$ cat src/rtl/fir_sym_pkg.sv
// Shared state type and width/scaling helpers for the folded
// symmetric FIR.
package fir_sym_pkg;

   typedef enum logic {
      IDLE,
      ACC
   } state_t;

   function automatic int nc_f(input int taps);
      return (taps + 1) / 2;
   endfunction

   function automatic int pw_f(input int iw, input int cw);
      return iw + 1 + cw;
   endfunction

   function automatic int acc_w_f(
      input int iw,
      input int cw,
      input int taps
   );
      return pw_f(iw, cw) + $clog2(nc_f(taps));
   endfunction

   // Keep the top ow bits of an acc_w-bit sum, or sign-extend it.
   function automatic logic signed [63:0] scale_f(
      input logic signed [63:0] s,
      input int acc_w,
      input int ow
   );
      if (ow <= acc_w) return s >>> (acc_w - ow);
      return s;
   endfunction

endpackage

$ cat src/rtl/fir_sym_mac.sv
// Pre-adder, multiplier, accumulator and output scaler shared
// by all coefficient pairs.
module fir_sym_mac
   import fir_sym_pkg::*;
#(
   parameter int IW    = 16,
   parameter int CW    = 8,
   parameter int OW    = 26,
   parameter int PW    = 25,
   parameter int ACC_W = 30
) (
   input  logic                 clk,
   input  logic                 rst,
   input  logic                 en,
   input  logic                 first,
   input  logic                 last,
   input  logic                 mode,
   input  logic signed [IW-1:0] a,
   input  logic signed [IW-1:0] b,
   input  logic signed [CW-1:0] coef,
   output logic                 valid,
   output logic signed [OW-1:0] dout
);

   logic signed [IW:0]      p;
   logic signed [PW-1:0]    prod;
   logic signed [ACC_W-1:0] acc;
   logic signed [ACC_W-1:0] sum;

   always_comb begin
      p = mode ? (IW+1)'(a) - (IW+1)'(b)
               : (IW+1)'(a) + (IW+1)'(b);
      prod = PW'(p) * PW'(coef);
      sum = (first ? '0 : acc) + ACC_W'(prod);
   end

   always_ff @(posedge clk) begin
      if (!rst) begin
         acc   <= '0;
         valid <= 1'b0;
         dout  <= '0;
      end else begin
         valid <= en & last;
         if (en) acc <= sum;
         if (en && last)
            dout <= OW'(scale_f(64'(sum), ACC_W, OW));
      end
   end

endmodule

$ cat src/rtl/fir_filter_sym_folded.sv
// Multi-channel folded symmetric/anti-symmetric FIR: one term
// per clock over the half coefficient bank.
module fir_filter_sym_folded
   import fir_sym_pkg::*;
#(
   parameter int INPUT_WIDTH  = 16,
   parameter int COEFF_WIDTH  = 8,
   parameter int OUTPUT_WIDTH = 26,
   parameter int NUM_TAPS     = 37,
   parameter int NUM_CHANNELS = 2,
   parameter int COEFFS [(NUM_TAPS+1)/2] = '{
      8, 6, 0, -7, -11, -8, 0, 10, 16, 12,
      0, -16, -26, -22, 0, 38, 80, 114, 127},
   localparam int NC   = nc_f(NUM_TAPS),
   localparam int CH_W = (NUM_CHANNELS > 1) ?
                         $clog2(NUM_CHANNELS) : 1,
   localparam int KW   = $clog2(NC)
) (
   input  logic                           clk,
   input  logic                           rst,
   input  logic                           valid_in,
   output logic                           ready_in,
   input  logic signed [INPUT_WIDTH-1:0]  din,
   input  logic [CH_W-1:0]                ch_in,
   input  logic                           sym_mode,
   input  logic                           coef_we,
   input  logic [KW-1:0]                  coef_addr,
   input  logic signed [COEFF_WIDTH-1:0]  coef_data,
   output logic                           valid_out,
   output logic [CH_W-1:0]                ch_out,
   output logic signed [OUTPUT_WIDTH-1:0] dout
);

   localparam int PW    = pw_f(INPUT_WIDTH, COEFF_WIDTH);
   localparam int ACC_W = acc_w_f(INPUT_WIDTH, COEFF_WIDTH,
                                  NUM_TAPS);
   localparam int TW    = $clog2(NUM_TAPS);

   state_t                        state_q;
   state_t                        state_d;
   logic [KW-1:0]                 k_q;
   logic [KW-1:0]                 k_d;
   logic [CH_W-1:0]               ch_q;
   logic                          mode_q;
   logic                          ch_ok;
   logic                          accept;
   logic                          en;
   logic                          first;
   logic                          last;
   logic                          mid;
   logic [TW-1:0]                 ia;
   logic [TW-1:0]                 ib;
   logic signed [INPUT_WIDTH-1:0] tap_a;
   logic signed [INPUT_WIDTH-1:0] tap_b;
   logic signed [INPUT_WIDTH-1:0] x [NUM_CHANNELS][NUM_TAPS];
   logic signed [COEFF_WIDTH-1:0] c [NC];

   assign ready_in = (state_q == IDLE);
   assign ch_ok    = int'(ch_in) < NUM_CHANNELS;
   assign accept   = valid_in & ready_in & ch_ok;
   assign first    = (k_q == '0);
   assign last     = (k_q == KW'(NC - 1));
   // Odd tap count: the centre tap has no partner.
   assign mid      = (NUM_TAPS % 2 == 1) && last;
   assign ia       = TW'(k_q);
   assign ib       = TW'(NUM_TAPS - 1 - int'(k_q));
   assign tap_a    = x[ch_q][ia];
   assign tap_b    = mid ? '0 : x[ch_q][ib];

   always_ff @(posedge clk) begin
      if (!rst) begin
         state_q <= IDLE;
         k_q     <= '0;
         ch_q    <= '0;
         mode_q  <= 1'b0;
      end else begin
         state_q <= state_d;
         k_q     <= k_d;
         if (accept) begin
            ch_q   <= ch_in;
            mode_q <= sym_mode;
         end
      end
   end

   always_comb begin
      state_d = state_q;
      k_d     = k_q;
      en      = 1'b0;
      unique case (state_q)
         IDLE: begin
            if (accept) begin
               state_d = ACC;
               k_d     = '0;
            end
         end
         ACC: begin
            en = 1'b1;
            if (last) state_d = IDLE;
            else k_d = k_q + KW'(1);
         end
         default: state_d = IDLE;
      endcase
   end

   always_ff @(posedge clk) begin
      if (!rst) begin
         for (int ch = 0; ch < NUM_CHANNELS; ch++)
            for (int t = 0; t < NUM_TAPS; t++)
               x[ch][t] <= '0;
      end else if (accept) begin
         for (int ch = 0; ch < NUM_CHANNELS; ch++) begin
            if (CH_W'(ch) == ch_in) begin
               x[ch][0] <= din;
               for (int t = 1; t < NUM_TAPS; t++)
                  x[ch][t] <= x[ch][t-1];
            end
         end
      end
   end

   always_ff @(posedge clk) begin
      if (!rst) begin
         for (int i = 0; i < NC; i++)
            c[i] <= COEFF_WIDTH'(COEFFS[i]);
      end else if (coef_we && ready_in &&
                   int'(coef_addr) < NC) begin
         c[coef_addr] <= coef_data;
      end
   end

   always_ff @(posedge clk) begin
      if (!rst) ch_out <= '0;
      else if (en && last) ch_out <= ch_q;
   end

   fir_sym_mac #(
      .IW   (INPUT_WIDTH),
      .CW   (COEFF_WIDTH),
      .OW   (OUTPUT_WIDTH),
      .PW   (PW),
      .ACC_W(ACC_W)
   ) u_mac (
      .clk  (clk),
      .rst  (rst),
      .en   (en),
      .first(first),
      .last (last),
      .mode (mode_q),
      .a    (tap_a),
      .b    (tap_b),
      .coef (c[k_q]),
      .valid(valid_out),
      .dout (dout)
   );

endmodule

$ cat config.mk
export PLATFORM = sky130hd
export DESIGN_NAME = fir_filter_sym_folded
export DESIGN_NICKNAME = d
export VERILOG_FILES = /design/src/rtl/fir_sym_pkg.sv /design/src/rtl/fir_sym_mac.sv /design/src/rtl/fir_filter_sym_folded.sv
export SDC_FILE = /design/constraint.sdc
export NUM_CORES = 2
export LEC_CHECK = 0
export ABC_AREA = 1
export CAP_MARGIN = 20
export CELL_PAD_IN_SITES_DETAIL_PLACEMENT = 1
export CELL_PAD_IN_SITES_GLOBAL_PLACEMENT = 1
export CORE_ASPECT_RATIO = 1.4
export CORE_MARGIN = 8
export CORE_UTILIZATION = 45
export DETAILED_ROUTE_END_ITERATION = 6
export PLACE_DENSITY = 0.73
export REMOVE_ABC_BUFFERS = 1
export SYNTH_ARGS = -nofsm -noshare
export SYNTH_HDL_FRONTEND = slang
export SYNTH_SLANG_ARGS = --single-unit
$ cat constraint.sdc
create_clock -name clk -period 59.7 [get_ports clk]
set_clock_uncertainty 0.15 [all_clocks]
set_input_delay 14.925 -clock clk [delete_from_list [all_inputs] [get_ports clk]]
set_output_delay 14.925 -clock clk [all_outputs]
set_load 0.01 [all_outputs]
# == Word level (Yosys, flattened, before mapping) ==
# Memories as Yosys holds them, arrays and structs flattened. A register that Yosys moved wholly into a read port is not among the register bits.
# Index checks and enable logic that the tools add are counted.
# word_totals
reg_bits,66
latchBits,0
mem_bits_rw,1336
mem_bits_ro,0
wordCells,219
memories,2
# mem_list
memory,depth,width,rd,rd_ports_with_merged_regs,wr,line,source
x,2,592,3,1,2,fir_filter_sym_folded.sv:55,logic signed [INPUT_WIDTH-1:0] x [NUM_CHANNELS][NUM_TAPS];
c,19,8,1,1,19,fir_filter_sym_folded.sv:56,logic signed [COEFF_WIDTH-1:0] c [NC];
# op_classes
n_addsub,5
multipliers,1
div,0
order_cmp,3
eq_ne,3
n_shift,0
muxes,112
bitwise,79
reduce_logical,6
# op_table
op,count
two-way mux 16 bit,79
binary-select mux 16 bit (select 6 bit),2
bitwise OR 1 bit,74
adder 30 bit,1
two-way mux 30 bit,1
two-way mux 26 bit,1
multiplier 17 x 8 -> 25 bit,1
two-way mux 5 bit,5
two-way mux 1 bit,20
adder 16 x 16 -> 17 bit,1
two-way mux 17 bit,1
subtractor 16 x 16 -> 17 bit,1
">= comparator 7 bit, second input constant",2
case mux 5 bit (2 select lines),1
two-way mux 8 bit,1
OR reduction 8 bit,1
NOT 5 -> 7 bit,1
NOT 6 -> 7 bit,1
"subtractor 6 x 5 -> 6 bit, first input constant",1
"adder 5 x 1 -> 5 bit, second input constant",1
"equality test 5 bit, second input constant",1
logical NOT 5 bit,1
"less-than comparator 5 bit, second input constant",1
logical AND 1 bit,3
other kinds (6),7

# == Depth between registers and ports, before layout ==
# depth
word_depth,11
ltp_mapped,75
mapped_depth_nobuf,68

# == Hierarchy ==
# Synthesis repeated with hierarchy kept, for this count alone.
# hier_totals
hier_cells,9478
hier_area_um2,81423.1
# by_module_without_submodules
mod,instances,cells_each,area_each_um2
fir_filter_sym_folded,1,7927,70964.3
fir_sym_mac,1,1551,10458.8

# == Least setup slack after synthesis ==
# OpenSTA, ideal clock, no wires.
# synth_timing
path_type,input-to-reg
start,input valid_in
end,"memory x[0][0] (netlist name), enable pin"
setup_ns,2.374
arrival_time_ns,56.277
required_time_ns,57.176
path_slack_ns,0.899
path_stages,2
cell_sequence,nand2_1 -> o21ai_0
# synth_lines
item,line,source
"start, declared",fir_filter_sym_folded.sv:21,"input logic valid_in,"
"end, declared",fir_filter_sym_folded.sv:55,

==> impl_metrics.ini <==
[run_status]
status = completed

[timing]
fmax_mhz = 53.10
setup-tns-final_ns = 0
relSlewSlack = 0.1917
final_max_slew_viol_count = 0
timing.final.crit_period_ns = 18.83
setup_viol_count_final = 0
tightest_slew_ns = 1.212
hold_viol = 0
finalCritPeriodShare = 0.3154
rsz0062_at_grt = false

[cells_and_area]
area_growth_pct = 9.569
ff_latch_area_sq_um = 44620
fin_nets = 9346
multiInputGateArea_sq_um = 27530
drive_above_1_share = 0.04293
fillers = 20720

[global_route]
grt_max_degree = 201
grt_pass1_wl_mm = 369.7
grt_antenna_before_repair = 5
grt-ovfl-total = 0
gr-usage-all-layers = 0.2434
grt_pass1_vias = 67120

[clock_network]
worst_setup_hold_path_clk_slew_ns = 0.06
cts_root_buf = clkbuf_16
ctsResizeCount = 0
htreeDepth = 4
clock_latency_ns = 0.83
cts_tree = done
holdBufCountCts = 0
numCtsBuffers = 159
cts_num_sinks = 1512
clockBufferDepth = 3
postCtsSetupRepairBufs = 0

[routing]
routed_wl_mm = 234.6
avgViaCountPerCell = 5.394
dr.pass1.iters = 6
num_vias = 62240
first_iter_violations = 3825
wl_per_cell_um = 20.33
drc = 0
ant_nets = 0

[critical_path]
crit_fanout = 148
cpMaxStageDelayCell = nand2_4
required_ns = 59.98
cp.arrival_ns = 19.11
reg2reg_depth = 57
cpPeakStageDelay_ns = 0.88
crit_chain = clkdlybuf4s50_1 -> nand2_1 -> inv_1 -> nand3_4 -> nand2_4 -> buf_12 -> buf_4
crit_type = in2reg
end_kind = register
rrSetupSlack_ns = 45.97
startpoint_type = primary input
r2r_end = u_mac.acc[26]

[synth]
synthDistinctLibCells = 55
synthMuxAreaShare = 0.001877
yosysSeqAreaShare = 0.5577
ys.flop_type = edfxtp_1
yosys.area_share.simple = 0.2095
syn_area_per_cell_sq_um = 8.704
async_reset_ff_frac = 0
synthAdderAreaFrac = 0.04305
netlist_area_sq_um = 79980
ys_warn_count = 0
netlist_instances = 9189
synth_xor_area_frac = 0.008682
netlist.area_leader.share = 0.5377
synth-edff-count = 1432
synth-seq-cells = 1512
yosys-top-cells-area = edfxtp_1, nand2_1, nor2_1, inv_1, nand3_1
synth_top_family_by_area = simple AND/OR/NAND/NOR gates
synth_compound_area_frac = 0.07519
yosys.area.top_type = edfxtp_1

[floorplanning]
placement_rows = 183
initial_core_util = 0.4519
pin_count = 64
die_w_um = 372.3
die_height_um = 514.8
design.core.area_sq_um = 177000
die_area_sq_um = 191700

[placed_design]
dp_hpwl_mm = 142.5
place_congestion = 0.8596
port_buffers = 63

[worst_hold_path]
hold_class = reg2reg
min-delay-start = u_mac.acc[0]
worstHoldEndpoint = u_mac.acc[0]
hold_path_depth = 2

[run]
max_cap_violations = 0
synth_stat cells, types with 26 or more instances:
library cell / count
nand2_1: 1800
nor2_1: 1626
inv_1: 1566
edfxtp_1: 1432
nand3_1: 718
o21ai_0: 443
a21oi_1: 394
clkbuf_1: 290
buf_2: 150
fa_1: 112
ha_1: 96
dfxtp_1: 80
o22ai_1: 74
xor2_1: 49
buf_4: 36
buf_1: 35
o221ai_1: 33
o211ai_1: 29
o21bai_1: 26
final cells by class:
type                            instances  share of cell area
Multi-Input combinational cell       5676              0.3142
Timing Repair Buffer                  173             0.01836
Clock buffer                          210             0.04997
Inverter                             1581             0.06806
Clock inverter                         72            0.007167
Antenna cell                            2          0.00005711
Tap cell                             2312             0.03301
Sequential cell                      1512              0.5092
per-stage QoR:
stage	hold slack (ns)	setup slack (ns)	std cells	instance area, sq um	utilization
6_report	0.3075	40.87	11540	87630	0.4951
2_1_floorplan	0.2837	0.6617	8769	77990	-
3_5_place_dp	0.3022	39.99	11250	82590	0.4666
4_1_cts	0.3122	40.86	11540	87600	0.4949
3_3_place_gp	0.2930	40.03	11250	82590	0.4666
5_1_grt	0.3497	40.62	11540	87630	0.4951
registers in the layout, indices dropped and copies added, names as in the netlist, named ones only:
| register | cells |
|---|---|
| u_mac.acc | 30 |
| u_mac.valid | 1 |
| c | 256 |
| ch_out | 1 |
| mode_q | 1 |
| k_q | 5 |
| state_q | 1 |
| ch_q | 1 |
| u_mac.dout | 26 |
| x | 1184 |
kinds of logic after synthesis:
group	count (synthesis)
fa+ha+maj	208
other cells	1
xor+xnor	75
mux	15
compound gates	1084
buf+inv	2104
flops	1512
simple gates	4190
placed cells by master (no fill, tap or decap), types with 38 or more instances in the layout:
| cell | instances |
|---|---|
| clkbuf_1 | 38 |
| nand2_1 | 1797 |
| edfxtp_1 | 1432 |
| o22ai_1 | 74 |
| clkdlybuf4s50_1 | 62 |
| xor2_1 | 49 |
| buf_4 | 98 |
| o21ai_0 | 442 |
| dfxtp_1 | 74 |
| a21oi_1 | 394 |
| conb_1 | 104 |
| fa_1 | 112 |
| inv_1 | 1564 |
| nor2_1 | 1625 |
| nand3_1 | 717 |
| clkbuf_16 | 166 |
| ha_1 | 95 |
worst max-delay path: cells and delay by family:
family	cells	cell delay [ns]
and+or+nand+nor	3	1.76
buffers and inverters	4	2.20
layer usage:
| layer | routed length [um] | part of all wire | global-route usage |
|---|---|---|---|
| met1 | 93870 | 0.40 | 0.2873 |
| met2 | 120100 | 0.51 | 0.4446 |
| met3 | 10800 | 0.046 | 0.03285 |
| met4 | 9823 | 0.042 | 0.09728 |
| met5 | 0 | 0 | 0 |
worst max-delay path by stage:
stage | from | to | slack (ns) | depth (start not counted)
after CTS | valid_in | x[1][477] | 40.86 | 7
final | valid_in | x[1][575] | 40.87 | 7
after detailed placement | valid_in | x[1][461] | 39.99 | 7
after global routing | valid_in | x[1][575] | 40.62 | 7
after floorplan | ch_in | x[1][0] | 0.66 | 2
after global placement | valid_in | x[1][461] | 40.03 | 7
Power is left out: the tool's default activity adds up to more than one toggle a clock period on the data nets, which glitch-free logic cannot reach.
